[src/rtl/sdp_bram_bist_pkg.sv]
// Shared state encoding, pattern constant and pattern function for the SDP BRAM self-test.
// SDP_BIST_INVERT_PASS_EN adds the inverted-pattern states.
package sdp_bram_bist_pkg;

  localparam logic [19:0] PAT_MASK = 20'h55000;

`ifdef SDP_BIST_INVERT_PASS_EN
  typedef enum logic [2:0] {
    StIdle, StWrite, StRead, StDrain, StDone, StWriteInv, StReadInv, StDrainInv
  } bist_state_e;
`else
  typedef enum logic [2:0] {
    StIdle, StWrite, StRead, StDrain, StDone
  } bist_state_e;
`endif

  // Address-derived pattern in 32-bit arithmetic, masked down to the requested width.
  function automatic logic [31:0] bist_pattern(input logic [31:0]  addr,
                                               input logic [31:0]  offset,
                                               input logic         inv,
                                               input int unsigned  width);
    logic [31:0] v;
    logic [31:0] p;
    v = addr + offset;
    p = v | (v << 20) | {12'h000, PAT_MASK};
    if (inv) p = ~p;
    if (width < 32) p = p & ((32'h1 << width) - 32'h1);
    return p;
  endfunction

endpackage

[src/rtl/sdp_bram_bist_chk.sv]
// Read-data checker: tags each read, compares the returned word against the expected pattern,
// keeps a saturating mismatch count and latches the first failing address.
module sdp_bram_bist_chk
  import sdp_bram_bist_pkg::*;
#(
  parameter int unsigned ADDR_WIDTH  = 10,
  parameter int unsigned DATA_WIDTH  = 18,
  parameter int unsigned DATA_OFFSET = 0,
  parameter int unsigned CNT_WIDTH   = 16
) (
  input  logic                  clk,
  input  logic                  rst_n,
  input  logic                  clear,
  input  logic                  rce,
  input  logic [ADDR_WIDTH-1:0] ra,
  input  logic                  inv,
  input  logic [DATA_WIDTH-1:0] rq,
  output logic [CNT_WIDTH-1:0]  err_cnt,
  output logic [ADDR_WIDTH-1:0] first_err_addr
);

  logic                  tag_vld_q;
  logic                  tag_inv_q;
  logic [ADDR_WIDTH-1:0] tag_addr_q;
  logic                  seen_q;
  logic [CNT_WIDTH-1:0]  err_cnt_q;
  logic [ADDR_WIDTH-1:0] first_q;
  logic [DATA_WIDTH-1:0] expected;
  logic                  mismatch;

  always_comb begin
    expected = DATA_WIDTH'(bist_pattern(32'(tag_addr_q), DATA_OFFSET, tag_inv_q, DATA_WIDTH));
    mismatch = tag_vld_q && (rq != expected);
  end

  // The tag lines up with rq, which the BRAM returns one cycle after rce.
  always_ff @(posedge clk or negedge rst_n) begin
    if (!rst_n) begin
      tag_vld_q  <= 1'b0;
      tag_inv_q  <= 1'b0;
      tag_addr_q <= '0;
    end else begin
      tag_vld_q <= rce && !clear;
      if (rce) begin
        tag_addr_q <= ra;
        tag_inv_q  <= inv;
      end
    end
  end

  always_ff @(posedge clk or negedge rst_n) begin
    if (!rst_n) begin
      err_cnt_q <= '0;
      first_q   <= '0;
      seen_q    <= 1'b0;
    end else if (clear) begin
      err_cnt_q <= '0;
      first_q   <= '0;
      seen_q    <= 1'b0;
    end else if (mismatch) begin
      if (err_cnt_q != '1) err_cnt_q <= err_cnt_q + CNT_WIDTH'(1);
      if (!seen_q) begin
        seen_q  <= 1'b1;
        first_q <= tag_addr_q;
      end
    end
  end

  assign err_cnt        = err_cnt_q;
  assign first_err_addr = first_q;

endmodule

[src/rtl/sdp_bram_bist.sv]
// Self-test sequencer for one half of a split simple-dual-port BRAM: write pattern, read back,
// compare. Define SDP_BIST_INVERT_PASS_EN to add a second pass with the inverted pattern.
module sdp_bram_bist
  import sdp_bram_bist_pkg::*;
#(
  parameter int unsigned ADDR_WIDTH  = 10,
  parameter int unsigned DATA_WIDTH  = 18,
  parameter int unsigned ADDR_BASE   = 0,
  parameter int unsigned DEPTH       = 512,
  parameter int unsigned DATA_OFFSET = 0,
  parameter int unsigned CNT_WIDTH   = 16
) (
  input  logic                  clk,
  input  logic                  rst_n,
  input  logic                  start,
  output logic                  busy,
  output logic                  done,
  output logic                  pass,
  output logic [CNT_WIDTH-1:0]  err_cnt,
  output logic [ADDR_WIDTH-1:0] first_err_addr,
  output logic                  wce,
  output logic [ADDR_WIDTH-1:0] wa,
  output logic [DATA_WIDTH-1:0] wd,
  output logic                  rce,
  output logic [ADDR_WIDTH-1:0] ra,
  input  logic [DATA_WIDTH-1:0] rq
);

  if ((DEPTH == 0) || ((64'(ADDR_BASE) + 64'(DEPTH)) > (64'd1 << ADDR_WIDTH))) begin : gen_bad_window
    $error("sdp_bram_bist: tested window does not fit the address space");
  end

  localparam logic [ADDR_WIDTH-1:0] BaseAddr = ADDR_WIDTH'(ADDR_BASE);
  localparam logic [ADDR_WIDTH-1:0] LastIdx  = ADDR_WIDTH'(DEPTH - 1);

  bist_state_e           state_q, state_d;
  bist_state_e           read_state, drain_state;
  logic [ADDR_WIDTH-1:0] idx_q, idx_d;
  logic [ADDR_WIDTH-1:0] next_addr;
  logic                  last;
  logic                  wce_q, wce_d;
  logic                  rce_q, rce_d;
  logic [ADDR_WIDTH-1:0] wa_q, wa_d;
  logic [ADDR_WIDTH-1:0] ra_q, ra_d;
  logic [DATA_WIDTH-1:0] wd_q, wd_d;
  logic                  armed_q;
  logic                  clear;
  logic                  inv;

  function automatic logic [DATA_WIDTH-1:0] pat(input logic [ADDR_WIDTH-1:0] a, input logic i);
    return DATA_WIDTH'(bist_pattern(32'(a), DATA_OFFSET, i, DATA_WIDTH));
  endfunction

`ifdef SDP_BIST_INVERT_PASS_EN
  logic inv_q, inv_d;

  always_ff @(posedge clk or negedge rst_n) begin
    if (!rst_n) inv_q <= 1'b0;
    else        inv_q <= inv_d;
  end

  assign inv = inv_q;
`else
  assign inv = 1'b0;
`endif

  // A start on the first edge after reset release is not trusted.
  always_ff @(posedge clk or negedge rst_n) begin
    if (!rst_n) armed_q <= 1'b0;
    else        armed_q <= 1'b1;
  end

  always_comb begin
    state_d   = state_q;
    idx_d     = idx_q;
    wce_d     = 1'b0;
    rce_d     = 1'b0;
    wa_d      = wa_q;
    wd_d      = wd_q;
    ra_d      = ra_q;
    clear     = 1'b0;
    next_addr = BaseAddr + idx_q + ADDR_WIDTH'(1);
    last      = (idx_q == LastIdx);
`ifdef SDP_BIST_INVERT_PASS_EN
    inv_d       = inv_q;
    read_state  = inv_q ? StReadInv : StRead;
    drain_state = inv_q ? StDrainInv : StDrain;
`else
    read_state  = StRead;
    drain_state = StDrain;
`endif

    unique case (state_q)
      StIdle, StDone: begin
        if (start && armed_q) begin
          state_d = StWrite;
          idx_d   = '0;
          clear   = 1'b1;
          wce_d   = 1'b1;
          wa_d    = BaseAddr;
          wd_d    = pat(BaseAddr, 1'b0);
`ifdef SDP_BIST_INVERT_PASS_EN
          inv_d   = 1'b0;
`endif
        end
      end
`ifdef SDP_BIST_INVERT_PASS_EN
      StWrite, StWriteInv: begin
`else
      StWrite: begin
`endif
        if (last) begin
          state_d = read_state;
          idx_d   = '0;
          rce_d   = 1'b1;
          ra_d    = BaseAddr;
        end else begin
          idx_d = idx_q + ADDR_WIDTH'(1);
          wce_d = 1'b1;
          wa_d  = next_addr;
          wd_d  = pat(next_addr, inv);
        end
      end
`ifdef SDP_BIST_INVERT_PASS_EN
      StRead, StReadInv: begin
`else
      StRead: begin
`endif
        if (last) begin
          state_d = drain_state;
        end else begin
          idx_d = idx_q + ADDR_WIDTH'(1);
          rce_d = 1'b1;
          ra_d  = next_addr;
        end
      end
      StDrain: begin
`ifdef SDP_BIST_INVERT_PASS_EN
        state_d = StWriteInv;
        idx_d   = '0;
        inv_d   = 1'b1;
        wce_d   = 1'b1;
        wa_d    = BaseAddr;
        wd_d    = pat(BaseAddr, 1'b1);
`else
        state_d = StDone;
`endif
      end
`ifdef SDP_BIST_INVERT_PASS_EN
      StDrainInv: state_d = StDone;
`endif
      default: state_d = StIdle;
    endcase
  end

  always_ff @(posedge clk or negedge rst_n) begin
    if (!rst_n) begin
      state_q <= StIdle;
      idx_q   <= '0;
      wce_q   <= 1'b0;
      rce_q   <= 1'b0;
      wa_q    <= '0;
      wd_q    <= '0;
      ra_q    <= '0;
    end else begin
      state_q <= state_d;
      idx_q   <= idx_d;
      wce_q   <= wce_d;
      rce_q   <= rce_d;
      wa_q    <= wa_d;
      wd_q    <= wd_d;
      ra_q    <= ra_d;
    end
  end

  sdp_bram_bist_chk #(
    .ADDR_WIDTH (ADDR_WIDTH),
    .DATA_WIDTH (DATA_WIDTH),
    .DATA_OFFSET(DATA_OFFSET),
    .CNT_WIDTH  (CNT_WIDTH)
  ) u_chk (
    .clk           (clk),
    .rst_n         (rst_n),
    .clear         (clear),
    .rce           (rce_q),
    .ra            (ra_q),
    .inv           (inv),
    .rq            (rq),
    .err_cnt       (err_cnt),
    .first_err_addr(first_err_addr)
  );

  assign wce  = wce_q;
  assign wa   = wa_q;
  assign wd   = wd_q;
  assign rce  = rce_q;
  assign ra   = ra_q;
  assign done = (state_q == StDone);
  assign busy = (state_q != StIdle) && (state_q != StDone);
  assign pass = done && (err_cnt == '0);

endmodule

[config.mk]
export PLATFORM = sky130hd
export DESIGN_NAME = sdp_bram_bist
export DESIGN_NICKNAME = d
export VERILOG_FILES = /design/src/rtl/sdp_bram_bist_pkg.sv /design/src/rtl/sdp_bram_bist_chk.sv /design/src/rtl/sdp_bram_bist.sv
export SDC_FILE = /design/constraint.sdc
export NUM_CORES = 1
export LEC_CHECK = 0
export ABC_AREA = 1
export ABC_CLOCK_PERIOD_IN_PS = 1800
export BUFFER_PORTS_ARGS = -buffer_cell sky130_fd_sc_hd__clkbuf_2
export CORE_MARGIN = 3
export CORE_UTILIZATION = 49
export CTS_CLUSTER_DIAMETER = 40
export DETAILED_ROUTE_END_ITERATION = 10
export PLACE_DENSITY = 0.76
export SYNTH_ARGS = -nofsm -noshare
export SYNTH_HDL_FRONTEND = slang
export SYNTH_SLANG_ARGS = --single-unit
[constraint.sdc]
create_clock -name clk -period 1.8 [get_ports clk]
set_clock_uncertainty 0.2 [all_clocks]
set_input_delay 0.09 -clock clk [delete_from_list [all_inputs] [get_ports clk]]
set_output_delay 0.09 -clock clk [all_outputs]
set_load 0.1 [all_outputs]
==> metrics.txt <==
status finished, violations left; violations in the final reports setup timing; final hold violation count 0; routability congestion estimate 0.902; total clock sinks 75; total die area 9210 um^2; Required @ worst endpoint 1.51 ns; antenna violations before repair 0; number of DRC markers after the initial detailed-route iteration 276; number of maximum-capacitance constraint violations 0; largest area contributor in the netlist sky130_fd_sc_hd__dfrtp_1; final worst setup slack -0.242 ns; Critical Path Fanout Max 2; # DRC 0; Rel. slew slack 0.616; Reg2Reg Capture Point u_chk.err_cnt[0]; via count of the first global-routing pass 3,452; cell with the largest stage delay on the worst path sky130_fd_sc_hd__dfrtp_4; library cells used by synthesis 34; count of input and output buffers 84; number of synthesized register bits 75; dpl hpwl 7400 um; CP startpoint kind register; number of standard cells after synthesis 497; commonest non-fill, non-tap cell in the layout sky130_fd_sc_hd__nand2_1; global-route wire length before repair 16,400 um; RR Startpoint u_chk.err_cnt[0]; CTS H-tree lvls 3; path type of the worst min-delay path primary input to asynchronous set/reset pin; buffers from clock root to sink, at most 2; portion of the clock cycle consumed by the worst path in the final layout 1.13; share of the yosys chip area belonging to registers 0.473; FMAX 490 MHz; CP arrival 1.75 ns; mean area per synthesized cell 7.98 um^2; top cell type's share of synthesized area 0.473; total detailed-routing wirelength 11,100 um; layout net count 641; biggest area contributors in the synthesized netlist sky130_fd_sc_hd__dfrtp_1, sky130_fd_sc_hd__nand2_1, sky130_fd_sc_hd__nand3_1, sky130_fd_sc_hd__inv_1, sky130_fd_sc_hd__buf_4; worst hold-check slack 0.0562 ns; library cell used as clock root buffer sky130_fd_sc_hd__clkbuf_8; final design utilization 0.688; core area 7810 um^2; DR vias/cell 5.17; endpoint class of the critical path output port; top library cells by usage in the layout, fill and taps aside sky130_fd_sc_hd__nand2_1, sky130_fd_sc_hd__clkbuf_2, sky130_fd_sc_hd__dfrtp_1, sky130_fd_sc_hd__nand3_1, sky130_fd_sc_hd__inv_1; warning count from the yosys run 0; max-slew violation count 0; post-layout min period 2.04 ns; number of core rows 32; Pre-antenna DRT Iters 5; I/O pins 90; layout cell share with drive strength beyond 1 0.394; die outline height 96.0 um; Final Setup Violations 51; worst slew pin tran 0.579 ns; CTS Buf Count 9; ordered cell list for the critical path inv_4, ha_4, nand2_2, nor2_2, nand3_2, nor3b_4, buf_12; antenna-violating nets left 0; slowest stage delay, CP 0.50 ns; worst reg2reg path depth 11; Placed Cells 694; diodes inserted 0; Finished Layout Cells 724; mean routed wirelength per cell 15.3 um; clock slew at the register clock pins of the worst setup and hold paths 0.08 ns; FF-to-FF setup slack -0.21 ns; RSZ-0062 raised after global routing yes; netlist area before placement 3970 um^2; effective utilization at floorplan 0.508; clock tree from TritonCTS yes; global router's overall resource usage 0.231; Syn-to-layout area delta 35.5%; later-pin clock latency in the skew report 0.35 ns; vias after detailed routing 3,740; die width 96.0 um; largest net degree at the start of global routing 38; total congestion overflow after global routing 0; kind of critical path register to output port
==> Yosys cell counts (all sizes together) <==
cell type,n
dfrtp,75
a21oi,8
nand2,165
ha,3
or2,2
nor2,40
nand4,6
xnor2,9
nor4,2
nand3,63
nor3b,2
nor3,8
conb,2
o21ai,20
buf,25
clkinv,1
inv,46
o211ai,1
xor2,11
o22ai,3
clkbuf,4
o31ai,1
==> per-stage QoR <==
stage	setup WS, ns	TNS, ns	instance area, um^2
floorplan	-0.780	-4.30	4150
CTS	-0.237	-1.95	5170
detailed placement	-0.104	-1.42	4820
global route	-0.297	-9.58	5370
global placement	-0.0376	-0.403	4820
finish	-0.242	-5.24	5370
==> worst max-delay path, delay by kind of cell, from the launching register on <==
kind                     cells  cell delay (ns)
AND/OR/NAND/NOR              4             0.51
buffers and inverters        2             0.27
adder cells (fa/ha/maj)      1             0.12
flip-flops                   1             0.50
==> area by class of cell <==
class | count | area [um^2]
inverters | 47 | 186
clock buffers | 10 | 128
repair buffers | 133 | 927
well taps | 102 | 128
multi-input cells | 351 | 2050
flip-flops and latches | 75 | 1910
clock inverters | 6 | 48.8
fillers | 614 | 2430
==> timing repair <==
action | in CTS | in global routing
cloned | 1 | 2
endpoints found under the setup margin | 41 | 49
hold buffers | 2 | 0
resized for setup | 25 | 44
buffers inserted | 5 | 4
hold endpoints to repair | 76 | 0
pin swaps | 11 | 17
==> routing by layer <==
metal	vias up	global-route usage	share of wire
li1	1800	-	-
met1	1781	0.296	0.43
met5	-	0	0
met4	0	0.0983	0.018
met2	139	0.386	0.50
met3	20	0.0383	0.059
==> sequential cells by signal, indices dropped and copies added (netlist names) <==
register              count
u_chk.tag_addr_q         10
u_chk.err_cnt            16
wa                        9
ra                       10
idx_q                    10
rce                       1
u_chk.first_err_addr     10
u_chk.tag_vld_q           1
state_q                   3
armed_q                   1
u_chk.seen_q              1
wce                       1
wd                        2
==> how the worst max path moves through the flow <==
| stage | slack, ns | to | cells past startpoint | from |
|---|---|---|---|---|
| after floorplan | -0.78 | pass | 5 | state_q[1] |
| after global placement | -0.04 | u_chk.err_cnt[9] | 9 | u_chk.err_cnt[0] |
| after detailed placement | -0.10 | u_chk.err_cnt[15] | 9 | u_chk.err_cnt[0] |
| after CTS | -0.24 | pass | 7 | u_chk.err_cnt[1] |
| after global routing | -0.30 | pass | 7 | u_chk.err_cnt[1] |
| final | -0.24 | pass | 7 | u_chk.err_cnt[0] |
==> logic make-up (layout without fill, tap and decap cells) <==
family	count (synthesis)	after routing	synth area share
and+or+nand+nor	288	289	0.330
buffers and inverters	76	196	0.0943
DFF	75	75	0.473
AOI/OAI and AO/OA	33	33	0.0467
xor gates and xnor gates	20	20	0.0442
adders and majority gates	3	3	0.00946
other	2	6	0.00189
Power is left out: the tool's default activity adds up to more than one toggle a clock period on the data nets, which glitch-free logic cannot reach.
